<file path="config.mk">
export PLATFORM = sky130hd
export DESIGN_NAME = alu_top
export DESIGN_NICKNAME = d
export VERILOG_FILES = /design/src/rtl/alu_top.sv
export SDC_FILE = /design/constraint.sdc
export NUM_CORES = 1
export LEC_CHECK = 0
export BUFFER_PORTS_ARGS = -buffer_cell sky130_fd_sc_hd__buf_2
export CAP_MARGIN = 10
export CORE_MARGIN = 4
export CORE_UTILIZATION = 61
export CTS_BUF_LIST = sky130_fd_sc_hd__clkbuf_4 sky130_fd_sc_hd__clkbuf_8
export CTS_CLUSTER_SIZE = 8
export DETAILED_ROUTE_END_ITERATION = 8
export MAX_ROUTING_LAYER = met4
export PLACE_DENSITY = 0.78
export SLEW_MARGIN = 5
export SYNTH_ARGS = -nofsm -noshare
export SYNTH_HDL_FRONTEND = slang
export SYNTH_SLANG_ARGS = --single-unit
</file>
<file path="constraint.sdc">
create_clock -name i_clk -period 2.93 [get_ports i_clk]
set_clock_uncertainty 0.2 [all_clocks]
set_input_delay 0.1465 -clock i_clk [delete_from_list [all_inputs] [get_ports i_clk]]
set_output_delay 0.1465 -clock i_clk [all_outputs]
set_load 0.03 [all_outputs]
</file>
<file path="src/rtl/alu_top.sv">
// Register-fronted ALU: a shared data bus loads operand A, operand B and the opcode
// into enable-gated registers; a combinational ALU drives result, zero and carry/borrow.
module alu_top #(
    parameter int NB_DATA = 8,
    parameter int NB_OP   = 6
) (
    input  logic               i_clk,
    input  logic               i_rst,
    input  logic               i_en_A,
    input  logic               i_en_B,
    input  logic               i_en_OP,
    input  logic [NB_DATA-1:0] i_data,
    output logic [NB_DATA-1:0] o_result,
    output logic               o_zero,
    output logic               o_overflow
);

    localparam logic [NB_OP-1:0] OP_ADD = NB_OP'(6'b100000);
    localparam logic [NB_OP-1:0] OP_SUB = NB_OP'(6'b100010);
    localparam logic [NB_OP-1:0] OP_AND = NB_OP'(6'b100100);
    localparam logic [NB_OP-1:0] OP_OR  = NB_OP'(6'b100101);
    localparam logic [NB_OP-1:0] OP_XOR = NB_OP'(6'b100110);
    localparam logic [NB_OP-1:0] OP_NOR = NB_OP'(6'b100111);
    localparam logic [NB_OP-1:0] OP_SRA = NB_OP'(6'b000011);
    localparam logic [NB_OP-1:0] OP_SRL = NB_OP'(6'b000010);

    logic [NB_DATA-1:0] reg_a_q,  reg_a_d;
    logic [NB_DATA-1:0] reg_b_q,  reg_b_d;
    logic [NB_OP-1:0]   reg_op_q, reg_op_d;

    logic [NB_DATA:0]   sum_s;
    logic [NB_DATA:0]   diff_s;
    logic [NB_DATA-1:0] result_s;
    logic               overflow_s;

    // Next-state selection for the operand and opcode registers.
    always_comb begin
        reg_a_d  = reg_a_q;
        reg_b_d  = reg_b_q;
        reg_op_d = reg_op_q;
        if (i_en_A) begin
            reg_a_d = i_data;
        end else begin
            reg_a_d = reg_a_q;
        end
        if (i_en_B) begin
            reg_b_d = i_data;
        end else begin
            reg_b_d = reg_b_q;
        end
        if (i_en_OP) begin
            reg_op_d = i_data[NB_OP-1:0];
        end else begin
            reg_op_d = reg_op_q;
        end
    end

    // Operand/opcode state; reset wins over every load strobe.
    always_ff @(posedge i_clk) begin
        if (!i_rst) begin
            reg_a_q  <= {NB_DATA{1'b0}};
            reg_b_q  <= {NB_DATA{1'b0}};
            reg_op_q <= {NB_OP{1'b0}};
        end else begin
            reg_a_q  <= reg_a_d;
            reg_b_q  <= reg_b_d;
            reg_op_q <= reg_op_d;
        end
    end

    // Extended-width add/subtract so bit NB_DATA carries the carry-out or borrow.
    always_comb begin
        sum_s  = {1'b0, reg_a_q} + {1'b0, reg_b_q};
        diff_s = {1'b0, reg_a_q} - {1'b0, reg_b_q};
    end

    // Opcode decode; undefined opcodes (including the reset value) yield zero.
    always_comb begin
        result_s   = {NB_DATA{1'b0}};
        overflow_s = 1'b0;
        case (reg_op_q)
            OP_ADD: begin
                result_s   = sum_s[NB_DATA-1:0];
                overflow_s = sum_s[NB_DATA];
            end
            OP_SUB: begin
                result_s   = diff_s[NB_DATA-1:0];
                overflow_s = diff_s[NB_DATA];
            end
            OP_AND: result_s = reg_a_q & reg_b_q;
            OP_OR:  result_s = reg_a_q | reg_b_q;
            OP_XOR: result_s = reg_a_q ^ reg_b_q;
            OP_NOR: result_s = ~(reg_a_q | reg_b_q);
            OP_SRA: result_s = {reg_a_q[NB_DATA-1], reg_a_q[NB_DATA-1:1]};
            OP_SRL: result_s = {1'b0, reg_a_q[NB_DATA-1:1]};
            default: begin
                result_s   = {NB_DATA{1'b0}};
                overflow_s = 1'b0;
            end
        endcase
    end

    // Outputs follow the registers combinationally.
    always_comb begin
        o_result   = result_s;
        o_overflow = overflow_s;
        o_zero     = (result_s == {NB_DATA{1'b0}});
    end

endmodule

</file>
==> impl_metrics.ini <==
[grt]
grt_pass1_vias = 1857
antenna_found_initial = 0
grt.total_usage_pct = 26.2
grt_pass1_wl_mm = 8.94
grt_start_max_net_pins = 23
grt-ovfl-total = 0

[yosys]
syn-instance-count = 250
ys_types = 54
syn-num-nets = 289
ys_seq_area_share_pct = 20.3
avgSynthCellArea_um2 = 8.69
synth_top_area_share_pct = 20.3
synth_area_leader_cell = dfxtp_1
synth_area_leaders = dfxtp_1 20%, ha_1 14%, mux2i_1 12%
synth_ff_type = dfxtp_1
yosysWarnings = 0
synth_async_sr_flop_share_pct = 0
synth-edff-count = 0
ys_ff_latch = 22
syn_area_um2 = 2170

[routing]
avgViaCountPerCell = 5.85
vias = 1964
drc = 0
drtAntennaViolNets = 0
drt_iter0_drc = 255
first_pass_iters = 5
routed_wl_mm = 5.59
avgRoutedWirePerCell_um = 16.6

[timing]
post-route-period-util_pct = 106
drv_slew = 0
maxSlewHeadroom_pct = 54.3
worst_pin_slew_ps = 677
setup_viol = 1
setup_slack_ps = -181
hold_slack_ps = 23.7
clock.fmax_mhz = 321
layout_min_cycle_time_ps = 3110
rsz0062_at_grt = true
finalHoldViolations = 0

[setup_path]
cp-end-kind = output port
criticalPathCategory = flip-flop to output port
crit_path_max_fanout = 3
crit_path_start_kind = flip-flop
cp_data_arrival_time_ps = 2760
rr_worst_depth = 3
crit_required_ps = 2580

[clock_network]
cts-buffers-inserted = 3
tritoncts = yes
clockBufferDepth = 2
cts_root_buf = clkbuf_4
clk_pin_slew_ps = 120
insertion_delay_ps = 310
cts.sinks = 22
htreeDepth = 1

[floorplan]
die_y_um = 67.7
fp.dieW_um = 67.7
io-pin-count = 23
core_um2 = 3390
start_util_pct = 64.1
die-area_um2 = 4580
rows = 21

[pwr]
power_mw = 0.868
ir_drop_mv = 0.294
power.leakage_nw = 1.19
powerDensity_nw_per_um2 = 320

[placement]
portBuffers = 22
place_congestion = 0.949
dpl_worst_slack_ps = -10.1
dp_hpwl_mm = 4.06

[status]
status = finished with violations
violations = setup timing

[final_layout]
nets = 330
layout.cells.most_common_list = 26 x mux2i_1, 25 x nor2b_1, 22 x inv_1
num_antenna_cells = 0
synthToLayoutAreaGrowth_pct = 24.7
multiInputGateArea_um2 = 1730
regArea_um2 = 458
fill_cells = 214
final_common_cell = mux2i_1
drive_gt1_share_pct = 28.3

[run]
max-cap-violations = 0

[worst_hold_path]
min_path_cells = 2
holdCritPathClass = input pin to flip-flop
## final cells by class
| cell class | instances | area share [%] |
|---|---|---|
| inverter | 24 | 3.42 |
| multi-input combinational | 192 | 63.7 |
| tap | 46 | 2.12 |
| timing repair buffer | 48 | 12.9 |
| clock buffer | 3 | 0.831 |
| sequential | 22 | 16.9 |
| clock inverter | 1 | 0.139 |
## Yosys cell counts (all sizes together) (2+ instances only)
cell type / n
a21oi: 5
xnor2: 8
nor2b: 25
ha: 24
nor4b: 2
inv: 24
o21a: 2
buf: 6
a211oi: 3
fa: 2
dfxtp: 22
o31ai: 3
and3: 2
nor3b: 2
a22oi: 4
o211ai: 2
o2bb2ai: 3
nand2: 9
and2: 4
a221oi: 2
mux2i: 27
o21ai: 10
nor3: 6
nor2: 13
clkbuf: 6
a211o: 3
nand2b: 2
xor2: 3
nand3b: 2
nand3: 5
o311ai: 2
## final timing paths
kind                             startpoint          end  slack (ps)
worst max register to register  reg_op_q[0]  reg_op_q[0]        1870
worst min register to register   reg_b_q[5]   reg_b_q[5]         360
worst max-delay path             reg_a_q[0]       o_zero        -180
worst min-delay path                  i_rst   reg_b_q[1]          20
## report_power, final
| group | switching (mW) | internal (mW) |
|---|---|---|
| clock | 0.0890 | 0.0498 |
| sequential | 0.0232 | 0.316 |
| combinational | 0.204 | 0.186 |
## registers in the layout, summed over array words and instances (netlist names)
name / count
reg_a_q: 8
reg_op_q: 6
reg_b_q: 8
## worst max-delay path, stage by stage, from the launching register on
cell and delay, ps:
dfxtp_4 400, inv_4 40, ha_4 150, fa_2 360, mux2i_2 210, xnor2_1 110
a32oi_1 240, o21ai_2 110, or4_4 500, nor4_4 130, buf_4 190
## cell families after synthesis
family,share of synthesized area [%]
buffers and inverters,8.00
DFF,20.3
adders and majority gates,15.7
AOI/OAI and AO/OA,17.5
and+or+nand+nor,21.7
muxes,12.4
xor gates and xnor gates,4.43
## metal layers
layer | GRT usage [%] | up-vias | wire length, um
li1 | - | 954 | -
met1 | 36.7 | 930 | 2520
met2 | 39.0 | 73 | 2650
met3 | 1.83 | 7 | 340
met4 | 10.4 | 0 | 76
met5 | - | - | 0
## what timing repair did
action                                  in CTS  in global routing
pin swaps                                    6                  9
resized for setup                           16                 17
setup buffers                                1                  3
hold endpoints to repair                    22                  0
hold buffers                                 8                  0
endpoints found under the setup margin       3                  5
## through the flow
stage	utilization, %	TNS (ps)	std cells	instance area, um^2
after floorplan	-	-18.0	250	2230
after global placement	71.8	0	320	2430
after detailed placement	71.8	-10.1	320	2430
after CTS	76.8	-304	333	2600
after global routing	80.0	-281	336	2710
final	80.0	-181	336	2710
Power figures use the tool's default switching activity.
